[src/rtl/pkt_meta_gen_if.sv]
// Bus bundle for pkt_meta_gen: ingress flit stream, packet-buffer flit stream,
// metadata record stream, buffer occupancy feedback and statistics counters.
// The slave modport is the generator's view; master is the surrounding logic.
interface pkt_meta_gen_if #(
  parameter int DWIDTH      = 512,
  parameter int QID_WIDTH   = 13,
  parameter int SIZE_WIDTH  = 16,
  parameter int OCCUP_WIDTH = 10
);
  logic [DWIDTH-1:0]      in_data;
  logic                   in_sop;
  logic                   in_eop;
  logic [QID_WIDTH-1:0]   in_pkt_qid;
  logic [QID_WIDTH-1:0]   in_dsc_qid;
  logic                   in_valid;
  logic                   in_ready;

  logic [DWIDTH-1:0]      pkt_data;
  logic                   pkt_sop;
  logic                   pkt_eop;
  logic                   pkt_valid;
  logic                   pkt_ready;
  logic [OCCUP_WIDTH-1:0] pkt_buf_occup;

  logic [QID_WIDTH-1:0]   meta_dsc_qid;
  logic [QID_WIDTH-1:0]   meta_pkt_qid;
  logic [SIZE_WIDTH-1:0]  meta_size;
  logic                   meta_valid;
  logic                   meta_ready;
  logic [OCCUP_WIDTH-1:0] meta_buf_occup;

  logic                   sw_reset;
  logic [31:0]            drop_cnt;
  logic [31:0]            err_cnt;

  modport master (
    output in_data, in_sop, in_eop, in_pkt_qid, in_dsc_qid, in_valid,
    input  in_ready,
    input  pkt_data, pkt_sop, pkt_eop, pkt_valid,
    output pkt_ready, pkt_buf_occup,
    input  meta_dsc_qid, meta_pkt_qid, meta_size, meta_valid,
    output meta_ready, meta_buf_occup,
    output sw_reset,
    input  drop_cnt, err_cnt
  );

  modport slave (
    input  in_data, in_sop, in_eop, in_pkt_qid, in_dsc_qid, in_valid,
    output in_ready,
    output pkt_data, pkt_sop, pkt_eop, pkt_valid,
    input  pkt_ready, pkt_buf_occup,
    output meta_dsc_qid, meta_pkt_qid, meta_size, meta_valid,
    input  meta_ready, meta_buf_occup,
    input  sw_reset,
    output drop_cnt, err_cnt
  );
endinterface

[src/rtl/pkt_meta_gen.sv]
// Ingress stage in front of the FPGA-to-CPU packet and metadata buffers.
// Forwards admitted packets flit by flit through a one-stage output register
// and emits one {dsc_qid, pkt_qid, size} record per packet at its end.
//
//   state | meaning
//   ------+---------------------------------------------------------------
//   IDLE  | between packets; next flit should be a SOP
//   FWD   | forwarding an admitted packet, size_q flits sent so far
//   DROP  | discarding the rest of a rejected or oversize packet
module pkt_meta_gen #(
  parameter int DWIDTH         = 512,
  parameter int QID_WIDTH      = 13,
  parameter int SIZE_WIDTH     = 16,
  parameter int MAX_PKT_FLITS  = 24,
  parameter int PKT_BUF_DEPTH  = 512,
  parameter int META_BUF_DEPTH = 512,
  parameter int SLACK          = 4
) (
  input logic          clk,
  input logic          rst,
  pkt_meta_gen_if.slave bus
);
  localparam int OCCUP_WIDTH = $clog2(PKT_BUF_DEPTH) + 1;
  localparam int SUM_WIDTH   = OCCUP_WIDTH + 1;

  typedef enum logic [1:0] {IDLE, FWD, DROP} state_t;

  state_t                state_q, state_d, state_n;
  logic [SIZE_WIDTH-1:0] size_q, size_d, size_n, size_inc;
  logic [QID_WIDTH-1:0]  pqid_q, pqid_d, pqid_n;
  logic [QID_WIDTH-1:0]  dqid_q, dqid_d, dqid_n;
  logic                  orphan_q, orphan_d, orphan_n;

  logic [DWIDTH-1:0]     pkt_data_q, pkt_data_d;
  logic                  pkt_sop_q, pkt_sop_d;
  logic                  pkt_eop_q, pkt_eop_d;
  logic                  pkt_valid_q, pkt_valid_d;

  logic [QID_WIDTH-1:0]  meta_dqid_q, meta_dqid_d;
  logic [QID_WIDTH-1:0]  meta_pqid_q, meta_pqid_d;
  logic [SIZE_WIDTH-1:0] meta_size_q, meta_size_d;
  logic                  meta_valid_q, meta_valid_d;

  logic [31:0]           drop_cnt_q, drop_cnt_d;
  logic [31:0]           err_cnt_q, err_cnt_d;

  logic [SUM_WIDTH-1:0]  pkt_sum, meta_sum;
  logic                  admit, out_free, in_ready, accept;
  logic                  take_sop, fwd, force_eop, emit, drop_inc, err_inc;
  logic [SIZE_WIDTH-1:0] emit_size;
  logic [QID_WIDTH-1:0]  emit_pqid, emit_dqid;

  assign pkt_sum  = {1'b0, bus.pkt_buf_occup}  + SUM_WIDTH'(MAX_PKT_FLITS + SLACK);
  assign meta_sum = {1'b0, bus.meta_buf_occup} + SUM_WIDTH'(1 + SLACK);
  assign admit    = (pkt_sum <= SUM_WIDTH'(PKT_BUF_DEPTH)) &&
                    (meta_sum <= SUM_WIDTH'(META_BUF_DEPTH));
  assign size_inc = size_q + SIZE_WIDTH'(1);

  // Per-flit decision, evaluated as if the presented flit were accepted
  always_comb begin
    state_n   = state_q;
    size_n    = size_q;
    pqid_n    = pqid_q;
    dqid_n    = dqid_q;
    orphan_n  = orphan_q;
    take_sop  = 1'b0;
    fwd       = 1'b0;
    force_eop = 1'b0;
    emit      = 1'b0;
    emit_size = size_q;
    emit_pqid = pqid_q;
    emit_dqid = dqid_q;
    drop_inc  = 1'b0;
    err_inc   = 1'b0;
    case (state_q)
      FWD: begin
        if (bus.in_sop) begin
          // missing EOP: close the truncated packet, then admit the new one
          emit     = 1'b1;
          err_inc  = 1'b1;
          take_sop = 1'b1;
        end else begin
          fwd    = 1'b1;
          size_n = size_inc;
          if (bus.in_eop) begin
            emit      = 1'b1;
            emit_size = size_inc;
            state_n   = IDLE;
          end else if (size_inc == SIZE_WIDTH'(MAX_PKT_FLITS)) begin
            force_eop = 1'b1;
            emit      = 1'b1;
            emit_size = size_inc;
            err_inc   = 1'b1;
            state_n   = DROP;
          end
        end
      end
      DROP: begin
        if (bus.in_sop) begin
          take_sop = 1'b1;
        end else if (bus.in_eop) begin
          state_n = IDLE;
        end
      end
      default: begin
        if (bus.in_sop) begin
          take_sop = 1'b1;
        end else begin
          err_inc  = !orphan_q;
          orphan_n = 1'b1;
        end
      end
    endcase
    if (take_sop) begin
      orphan_n = 1'b0;
      if (admit && bus.in_eop) begin
        if (emit) begin
          // meta slot already taken by the truncated packet this cycle
          drop_inc = 1'b1;
        end else begin
          fwd       = 1'b1;
          emit      = 1'b1;
          emit_size = SIZE_WIDTH'(1);
          emit_pqid = bus.in_pkt_qid;
          emit_dqid = bus.in_dsc_qid;
        end
        state_n = IDLE;
      end else if (admit) begin
        fwd     = 1'b1;
        size_n  = SIZE_WIDTH'(1);
        pqid_n  = bus.in_pkt_qid;
        dqid_n  = bus.in_dsc_qid;
        state_n = FWD;
      end else begin
        drop_inc = 1'b1;
        state_n  = bus.in_eop ? IDLE : DROP;
      end
    end
  end

  assign out_free = !pkt_valid_q || bus.pkt_ready;
  assign in_ready = !rst && out_free && !(emit && meta_valid_q && !bus.meta_ready);
  assign accept   = bus.in_valid && in_ready;

  // Commit decisions on accept; output registers and saturating counters
  always_comb begin
    state_d  = accept ? state_n  : state_q;
    size_d   = accept ? size_n   : size_q;
    pqid_d   = accept ? pqid_n   : pqid_q;
    dqid_d   = accept ? dqid_n   : dqid_q;
    orphan_d = accept ? orphan_n : orphan_q;

    pkt_valid_d = pkt_valid_q;
    pkt_data_d  = pkt_data_q;
    pkt_sop_d   = pkt_sop_q;
    pkt_eop_d   = pkt_eop_q;
    if (out_free) begin
      pkt_valid_d = accept && fwd;
      if (accept && fwd) begin
        pkt_data_d = bus.in_data;
        pkt_sop_d  = bus.in_sop;
        pkt_eop_d  = bus.in_eop || force_eop;
      end
    end

    meta_valid_d = meta_valid_q && !bus.meta_ready;
    meta_dqid_d  = meta_dqid_q;
    meta_pqid_d  = meta_pqid_q;
    meta_size_d  = meta_size_q;
    if (accept && emit) begin
      meta_valid_d = 1'b1;
      meta_dqid_d  = emit_dqid;
      meta_pqid_d  = emit_pqid;
      meta_size_d  = emit_size;
    end

    drop_cnt_d = drop_cnt_q;
    err_cnt_d  = err_cnt_q;
    if (bus.sw_reset) begin
      drop_cnt_d = '0;
      err_cnt_d  = '0;
    end else begin
      if (accept && drop_inc && drop_cnt_q != 32'hFFFF_FFFF) drop_cnt_d = drop_cnt_q + 32'd1;
      if (accept && err_inc && err_cnt_q != 32'hFFFF_FFFF)   err_cnt_d  = err_cnt_q + 32'd1;
    end
  end

  // State and output registers
  always_ff @(posedge clk) begin
    if (rst) begin
      state_q      <= IDLE;
      size_q       <= '0;
      pqid_q       <= '0;
      dqid_q       <= '0;
      orphan_q     <= 1'b0;
      pkt_valid_q  <= 1'b0;
      pkt_data_q   <= '0;
      pkt_sop_q    <= 1'b0;
      pkt_eop_q    <= 1'b0;
      meta_valid_q <= 1'b0;
      meta_dqid_q  <= '0;
      meta_pqid_q  <= '0;
      meta_size_q  <= '0;
      drop_cnt_q   <= '0;
      err_cnt_q    <= '0;
    end else begin
      state_q      <= state_d;
      size_q       <= size_d;
      pqid_q       <= pqid_d;
      dqid_q       <= dqid_d;
      orphan_q     <= orphan_d;
      pkt_valid_q  <= pkt_valid_d;
      pkt_data_q   <= pkt_data_d;
      pkt_sop_q    <= pkt_sop_d;
      pkt_eop_q    <= pkt_eop_d;
      meta_valid_q <= meta_valid_d;
      meta_dqid_q  <= meta_dqid_d;
      meta_pqid_q  <= meta_pqid_d;
      meta_size_q  <= meta_size_d;
      drop_cnt_q   <= drop_cnt_d;
      err_cnt_q    <= err_cnt_d;
    end
  end

  assign bus.in_ready     = in_ready;
  assign bus.pkt_data     = pkt_data_q;
  assign bus.pkt_sop      = pkt_sop_q;
  assign bus.pkt_eop      = pkt_eop_q;
  assign bus.pkt_valid    = pkt_valid_q;
  assign bus.meta_dsc_qid = meta_dqid_q;
  assign bus.meta_pkt_qid = meta_pqid_q;
  assign bus.meta_size    = meta_size_q;
  assign bus.meta_valid   = meta_valid_q;
  assign bus.drop_cnt     = drop_cnt_q;
  assign bus.err_cnt      = err_cnt_q;
endmodule

[src/flat_wrapper.sv]
// flat-port wrapper written by rule: the top's interface ports become plain ports
module pkt_meta_gen_flat 
#(
  parameter int DWIDTH         = 512,
  parameter int QID_WIDTH      = 13,
  parameter int SIZE_WIDTH     = 16,
  parameter int MAX_PKT_FLITS  = 24,
  parameter int PKT_BUF_DEPTH  = 512,
  parameter int META_BUF_DEPTH = 512,
  parameter int SLACK          = 4
)
  (clk, rst, bus_in_data, bus_in_sop, bus_in_eop, bus_in_pkt_qid, bus_in_dsc_qid, bus_in_valid, bus_in_ready, bus_pkt_data, bus_pkt_sop, bus_pkt_eop, bus_pkt_valid, bus_pkt_ready, bus_pkt_buf_occup, bus_meta_dsc_qid, bus_meta_pkt_qid, bus_meta_size, bus_meta_valid, bus_meta_ready, bus_meta_buf_occup, bus_sw_reset, bus_drop_cnt, bus_err_cnt);
  pkt_meta_gen_if #(.DWIDTH(DWIDTH), .QID_WIDTH(QID_WIDTH), .SIZE_WIDTH(SIZE_WIDTH)) bus_i ();
  input logic clk;
  input logic rst;
  input wire logic [$bits(bus_i.in_data)-1:0] bus_in_data;
  input wire logic [$bits(bus_i.in_sop)-1:0] bus_in_sop;
  input wire logic [$bits(bus_i.in_eop)-1:0] bus_in_eop;
  input wire logic [$bits(bus_i.in_pkt_qid)-1:0] bus_in_pkt_qid;
  input wire logic [$bits(bus_i.in_dsc_qid)-1:0] bus_in_dsc_qid;
  input wire logic [$bits(bus_i.in_valid)-1:0] bus_in_valid;
  output wire logic [$bits(bus_i.in_ready)-1:0] bus_in_ready;
  output wire logic [$bits(bus_i.pkt_data)-1:0] bus_pkt_data;
  output wire logic [$bits(bus_i.pkt_sop)-1:0] bus_pkt_sop;
  output wire logic [$bits(bus_i.pkt_eop)-1:0] bus_pkt_eop;
  output wire logic [$bits(bus_i.pkt_valid)-1:0] bus_pkt_valid;
  input wire logic [$bits(bus_i.pkt_ready)-1:0] bus_pkt_ready;
  input wire logic [$bits(bus_i.pkt_buf_occup)-1:0] bus_pkt_buf_occup;
  output wire logic [$bits(bus_i.meta_dsc_qid)-1:0] bus_meta_dsc_qid;
  output wire logic [$bits(bus_i.meta_pkt_qid)-1:0] bus_meta_pkt_qid;
  output wire logic [$bits(bus_i.meta_size)-1:0] bus_meta_size;
  output wire logic [$bits(bus_i.meta_valid)-1:0] bus_meta_valid;
  input wire logic [$bits(bus_i.meta_ready)-1:0] bus_meta_ready;
  input wire logic [$bits(bus_i.meta_buf_occup)-1:0] bus_meta_buf_occup;
  input wire logic [$bits(bus_i.sw_reset)-1:0] bus_sw_reset;
  output wire logic [$bits(bus_i.drop_cnt)-1:0] bus_drop_cnt;
  output wire logic [$bits(bus_i.err_cnt)-1:0] bus_err_cnt;
  assign bus_i.in_data = bus_in_data;
  assign bus_i.in_sop = bus_in_sop;
  assign bus_i.in_eop = bus_in_eop;
  assign bus_i.in_pkt_qid = bus_in_pkt_qid;
  assign bus_i.in_dsc_qid = bus_in_dsc_qid;
  assign bus_i.in_valid = bus_in_valid;
  assign bus_in_ready = bus_i.in_ready;
  assign bus_pkt_data = bus_i.pkt_data;
  assign bus_pkt_sop = bus_i.pkt_sop;
  assign bus_pkt_eop = bus_i.pkt_eop;
  assign bus_pkt_valid = bus_i.pkt_valid;
  assign bus_i.pkt_ready = bus_pkt_ready;
  assign bus_i.pkt_buf_occup = bus_pkt_buf_occup;
  assign bus_meta_dsc_qid = bus_i.meta_dsc_qid;
  assign bus_meta_pkt_qid = bus_i.meta_pkt_qid;
  assign bus_meta_size = bus_i.meta_size;
  assign bus_meta_valid = bus_i.meta_valid;
  assign bus_i.meta_ready = bus_meta_ready;
  assign bus_i.meta_buf_occup = bus_meta_buf_occup;
  assign bus_i.sw_reset = bus_sw_reset;
  assign bus_drop_cnt = bus_i.drop_cnt;
  assign bus_err_cnt = bus_i.err_cnt;
  pkt_meta_gen #(.DWIDTH(DWIDTH), .QID_WIDTH(QID_WIDTH), .SIZE_WIDTH(SIZE_WIDTH), .MAX_PKT_FLITS(MAX_PKT_FLITS), .PKT_BUF_DEPTH(PKT_BUF_DEPTH), .META_BUF_DEPTH(META_BUF_DEPTH), .SLACK(SLACK)) u_core (.clk(clk), .rst(rst), .bus(bus_i));
endmodule
[config.mk]
export PLATFORM = sky130hd
export DESIGN_NAME = pkt_meta_gen_flat
export DESIGN_NICKNAME = d
export VERILOG_FILES = /design/src/rtl/pkt_meta_gen_if.sv /design/src/rtl/pkt_meta_gen.sv /design/src/flat_wrapper.sv
export SDC_FILE = /design/constraint.sdc
export NUM_CORES = 1
export LEC_CHECK = 0
export CAP_MARGIN = 25
export CORE_AREA = 2 2 462 464
export CTS_CLUSTER_SIZE = 24
export DETAILED_ROUTE_END_ITERATION = 8
export DIE_AREA = 0 0 464 466
export GPL_ROUTABILITY_DRIVEN = 1
export GPL_TIMING_DRIVEN = 0
export PLACE_DENSITY = 0.4
export SYNTH_ARGS = -nofsm -noshare
export SYNTH_HDL_FRONTEND = slang
export SYNTH_SLANG_ARGS = --single-unit
[constraint.sdc]
create_clock -name clk -period 3.67 [get_ports clk]
set_clock_uncertainty 0.1 [all_clocks]
set_input_delay 0.734 -clock clk [delete_from_list [all_inputs] [get_ports clk]]
set_output_delay 0.734 -clock clk [all_outputs]
set_load 0.01 [all_outputs]
==> results of run 1 <==
[power by group]
part | switching, W | internal [W]
Sequential | 0.000125 | 0.00743
Clock | 0.00373 | 0.00519
Combinational | 0.00108 | 0.00105
[sequential cells by signal, summed over array words and instances, names as in the netlist]
name,flops
u_core.bus.meta_dsc_qid,13
u_core.bus.pkt_data,512
u_core.bus.meta_size,16
u_core.pqid_q,13
u_core.bus.pkt_valid,1
u_core.bus.drop_cnt,32
u_core.orphan_q,1
u_core.dqid_q,13
u_core.bus.pkt_sop,1
u_core.state_q,2
u_core.bus.meta_pkt_qid,13
u_core.bus.meta_valid,1
u_core.size_q,16
u_core.bus.err_cnt,32
u_core.bus.pkt_eop,1
[cell type report]
cell class | instances | area, µm² | share of cell area
timing repair buffer | 1202 | 12000 | 0.275
buffer | 229 | 1320 | 0.0301
sequential | 667 | 13400 | 0.305
clock inverter | 31 | 395 | 0.00904
inverter | 20 | 75.1 | 0.00172
antenna | 8 | 20.0 | 0.000458
multi-input combinational | 2225 | 10500 | 0.240
tap | 2821 | 3530 | 0.0807
clock buffer | 126 | 2540 | 0.0580
[cell usage after synthesis (all sizes together) (2+ instances only)]
master / n
nand2: 1145
dfxtp: 667
a21oi: 566
nor2: 133
buf: 126
clkbuf: 106
xnor2: 53
o21ai: 37
nand3: 34
a211oi: 29
mux2i: 29
nor3: 29
nand4: 25
and3: 23
inv: 20
or3: 14
xor2: 13
and2: 10
and4: 8
a221o: 7
nor4: 7
ha: 6
a311oi: 5
nand2b: 5
a31o: 4
nor2b: 4
or2: 4
a22o: 3
o21a: 3
or4: 3
a211o: 2
a21o: 2
a31oi: 2
nand3b: 2
o2111ai: 2
o221a: 2
o31ai: 2
[logic make-up (layout without fill, tap and decap cells)]
| logic type | count (synthesis) | in the layout |
|---|---|---|
| xor gates and xnor gates | 66 | 66 |
| adders and majority gates | 6 | 6 |
| other | 0 | 8 |
| AOI/OAI and AO/OA | 675 | 675 |
| and+or+nand+nor | 1449 | 1449 |
| DFF | 667 | 667 |
| buffers and inverters | 252 | 1608 |
| muxes | 29 | 29 |
[critical path, stage by stage (launching register included)]
cell      delay, ns
dfxtp_2        0.36
ha_4           0.16
nand3_4        0.09
or4_1          0.52
a221o_1        0.35
a211oi_2       0.28
a21o_2         0.21
a21oi_2        0.06
nor2_2         0.13
nor3_2         0.06
buf_4          0.20
[worst paths after layout]
path,depth (start not counted),from,slack (ns),end
max,10,u_core.size_q[0],-0.26,bus_in_ready
min,2,u_core.bus.pkt_data[182],0.35,u_core.bus.pkt_data[182]
max reg2reg,15,u_core.size_q[2],-0.07,u_core.bus.pkt_data[147]
min reg2reg,2,u_core.bus.pkt_data[182],0.35,u_core.bus.pkt_data[182]
[through the flow]
stage	instance area [µm²]	hold slack (ns)	instances	worst slack (ns)	total power, W
final	43800	0.352	7329	-0.259	0.0186
after global routing	43700	0.368	7323	-0.428	0.0193
after CTS	43600	0.354	7317	-0.453	0.0189
after detailed placement	40400	0.346	7153	-1.35	0.00983
after global placement	40300	0.341	7149	-2.31	0.00983
after floorplan	24900	0.336	3144	0.464	0.00827
[routing by layer]
metal / track usage / vias to the layer above / part of all wire
li1: - / 12950 / -
met1: 0.182 / 12950 / 0.38
met2: 0.280 / 1111 / 0.48
met3: 0.0813 / 240 / 0.11
met4: 0.0346 / 34 / 0.021
met5: 0 / - / 0.0010
[timing repair]
item                                    4_1_cts  5_1_grt
resized for setup                            86       57
endpoints found under the setup margin      611      576
setup buffers                                 8        6
pin swaps                                     9       11
==> impl_metrics.yaml, run 1 <==
floorplan:
  placementRows: 169
  start_util: 0.118
  fp.dieW_um: 464
  core_um2: 211000
  ioPinCount: 1189
  die_h_um: 466
  dieArea_um2: 216000
drt:
  drtAntennaViolNets: 0
  drt_wl_total_mm: 185
  first_pass_iters: 5
  drc_errors: 0
  via_count: 27285
  drt_iter0_markers: 1774
  viasPerCell: 3.72
  wire_per_inst_um: 25.3
clock_network:
  holdBufCountCts: 0
  clock_path_buffers: 3
  htreeDepth: 3
  clock_latency_ns: 0.71
  cts_buffers: 89
  clock-sinks: 667
  ctsRootBufferMaster: "clkbuf_16"
  clk_pin_slew_ns: 0.06
  cts_tree: "built"
finish:
  fin_nets: 5006
  final_layout_size_suffix_gt1_frac: 0.0749
  final_common_cell: "clkdlybuf4s50_1"
  fill_cells: 23537
  post-route-util: 0.207
  syn2layout_area_growth_pct: 75.5
  final_cell_mix: "clkdlybuf4s50_1 (1183), nand2_1 (1143), dfxtp_1 (664)"
sta:
  slew_viol_final: 0
  setup_tns_ns: -0.520
  max_clock_freq_ghz: 0.254
  slew_headroom: 0.368
  min_period_over_period: 1.07
  finalWorstSetupSlack_ns: -0.259
  worstMarginPinSlew_ns: 0.948
  finalSetupViolCount: 11
  min_period_ns: 3.93
  final_hold_viol_count: 0
  rsz0062_at_grt: "yes"
global_routing:
  grt_pass1_vias: 26802
  grt_usage: 0.164
  antenna_found_initial: 72
  grt_overflow: 0
  grt_max_degree: 14
  grt_pass1_wl_mm: 242
yosys:
  synth_ff_type: "dfxtp_1"
  synthArstFlopShare: 0
  ys_warn_count: 0
  synth_top_family_by_area: "simple AND/OR/NAND/NOR gates"
  synth-seq-area-share: 0.536
  synthMuxAreaShare: 0.0116
  synth.top_cell.area_share: 0.536
  synth.area.top_cells: "dfxtp_1 (54%), nand2_1 (17%), a21oi_1 (11%)"
  syn-num-nets: 3716
  ys_types: 62
  synth_compound_area_frac: 0.145
  syn_avg_cell_area_um2: 7.93
  ys_seq_elements: 667
  synth-edff-count: 0
  yosysTopAreaCell: "dfxtp_1"
  synth-xor-area-share: 0.0232
  synth_area_um2: 24900
  synthCells: 3144
  synth-simple-area-share: 0.235
  synthAdderAreaFrac: 0.00301
place:
  gp_congestion: 0.891
  portBuffers: 1184
  place_hpwl_mm: 157
critical_path:
  cp_max_fo: 3
  critPathRequiredTime_ns: 2.84
  end_kind: "output pin"
  crit_type: "reg -> out"
  crit_path_start_kind: "flop"
  arrival_ns: 3.10
run_status:
  failed_checks: "setup timing"
  outcome: "finished, violations left"
pwr:
  ir_drop_uv: 293
  p_per_area_nw_per_um2: 425
  p_leak_nw: 14.4
min_path:
  hp-class: "reg -> reg"
run:
  max_cap_viol_count: 0
Power figures use the tool's default switching activity.
==> run 2: changes to the inputs <==
--- a/config.mk
+++ b/config.mk
@@ -13,6 +13,8 @@
 export GPL_ROUTABILITY_DRIVEN = 1
 export GPL_TIMING_DRIVEN = 0
 export PLACE_DENSITY = 0.4
+export RECOVER_POWER = 100
+export SLEW_MARGIN = 20
 export SYNTH_ARGS = -nofsm -noshare
 export SYNTH_HDL_FRONTEND = slang
 export SYNTH_SLANG_ARGS = --single-unit
==> run 2 against run 1 <==
Net effect: the run still ends with setup timing left; sequential share of layout area is essentially flat; cell count about the same; clock-buffer cell count is 2 higher; clock power grew 2.5%; first-iteration DRC count shrank 7.8%; sequential power is essentially flat; hold slack lost 0.0027 ns; via count rose by 0.41%; highest routed layer unchanged.
==> impl_metrics.yaml, run 2 (synthesized netlist as in run 1, its figures left out) <==
clock_network:
  htreeDepth: 3
  holdBufCountCts: 0
  cts_tree: "built"
  cts_buffers: 92
  clock_path_buffers: 3
  ctsRootBufferMaster: "clkbuf_16"
  clock-sinks: 667
  clock_latency_ns: 0.70
  clk_pin_slew_ns: 0.06
global_routing:
  grt_pass1_wl_mm: 242
  grt_usage: 0.164
  grt_max_degree: 20
  grt_use_met3: 0.0805
  antenna_found_initial: 74
  grt_pass1_vias: 26866
  grt_overflow: 0
  grt_busiest_layer: "met2"
  grt_util_met1: 0.182
  gr-usage-met2: 0.277
sta:
  max_clock_freq_ghz: 0.250
  worstMarginPinSlew_ns: 1.21
  rsz0062_at_grt: "yes"
  min_period_over_period: 1.09
  min_period_ns: 4.00
  finalWorstSetupSlack_ns: -0.329
  finalSetupViolCount: 32
  final_hold_viol_count: 0
  slew_headroom: 0.184
  slew_viol_final: 0
  whs_ns: 0.349
place:
  dp.cells: 7150
  place_ws_ns: -1.29
  portBuffers: 1184
  gp_congestion: 0.891
  place_hpwl_mm: 156
drt:
  via_count: 27398
  viasPerCell: 3.74
  drc_errors: 0
  wire_per_inst_um: 25.3
  drt_iter0_markers: 1636
  drtAntennaViolNets: 0
  drt_wl_total_mm: 186
  first_pass_iters: 7
finish:
  syn2layout_area_growth_pct: 75.7
  final-instance-count-excl-fill: 7333
  final_layout_size_suffix_gt1_frac: 0.0757
  fin_nets: 5004
  largest_reg_flops: 512
  final_common_cell: "nand2_1"
  final_cell_mix: "nand2_1 (1145), dfxtp_1 (664), dlygate4sd3_1 (623)"
pwr:
  fin_total_pwr_w: 0.0187
  p_per_area_nw_per_um2: 428
  ir_drop_uv: 308
  p_leak_nw: 16.5
run_status:
  failed_checks: "setup timing"
  outcome: "finished, violations left"
min_path:
  min_from: "u_core.bus.meta_size[10]"
  hp-class: "reg -> reg"
critical_path:
  r2r-start: "u_core.size_q[1]"
  end_kind: "output pin"
  path_cells: "ha_4 -> nand3_4 -> or4_1 -> a221o_1 -> a211oi_2 -> a21o_1 -> a21oi_2 -> nor2_2 -> nor3_2 -> buf_4"
  crit_type: "reg -> out"
  slowest_stage: "or4_1"
  arrival_ns: 3.16
  crit_path_start_kind: "flop"
  cp_max_fo: 2
  critPathRequiredTime_ns: 2.84
  worstSetupStartpoint: "u_core.size_q[1]"
  slowest_delay_ns: 0.52
floorplan:
  die_h_um: 466
  fp.dieW_um: 464
  placementRows: 169
  start_util: 0.118
  core_um2: 211000
  dieArea_um2: 216000
  ioPinCount: 1189
run:
  max_cap_viol_count: 0
run 2: repair_timing:
| action | 4_1_cts | 5_1_grt |
|---|---|---|
| gates resized for setup | 64 | 75 |
| setup buffers | 11 | 2 |
| endpoints found under the setup margin | 611 | 570 |
| gates cloned | 0 | 0 |
| pin swaps | 9 | 7 |
run 2: final cells by class:
type,count,area (µm²)
clock buffer,128,2620
tap,2821,3530
sequential,667,13400
buffer,228,1290
inverter,20,75.1
timing repair buffer,1198,12000
fill,23537,167000
multi-input combinational,2225,10500
antenna,10,25.0
clock inverter,36,415
run 2: layer usage:
layer | wire length, µm | vias up
li1 | - | 12979
met1 | 71300 | 12987
met2 | 88700 | 1145
met3 | 21000 | 247
met4 | 4520 | 40
met5 | 232 | -
run 2: critical path: cells and delay by family, from the launching register on:
family          cells  cell delay (ns)
compound gates      4             0.95
fa+ha+maj           1             0.15
buf+inv             1             0.20
flops               1             0.36
simple gates        4             0.79
run 2: power breakdown:
group	internal [W]	total (W)	switching, W	leakage, nW
Sequential	0.00743	0.00755	0.000116	5.40
Combinational	0.000979	0.00206	0.00108	9.59
Clock	0.00535	0.00914	0.00379	1.49
Total	0.0138	0.0187	0.00498	16.5
run 2: final timing paths:
kind | to | slack, ns | depth (start not counted)
setup / recovery | bus_in_ready | -0.33 | 10
setup reg to reg | u_core.bus.meta_pkt_qid[9] | -0.15 | 12
hold reg to reg | u_core.bus.meta_size[10] | 0.35 | 2
hold / removal | u_core.bus.meta_size[10] | 0.35 | 2
run 2: per-stage QoR:
step	area [µm²]	TNS, ns	utilization
finish	43800	-2.44	0.207
global route	43800	-32.09	0.207
CTS	43600	-0.467	0.207
detailed placement	40300	-537.56	0.191
global placement	40300	-600.54	0.191
floorplan	24900	0	-
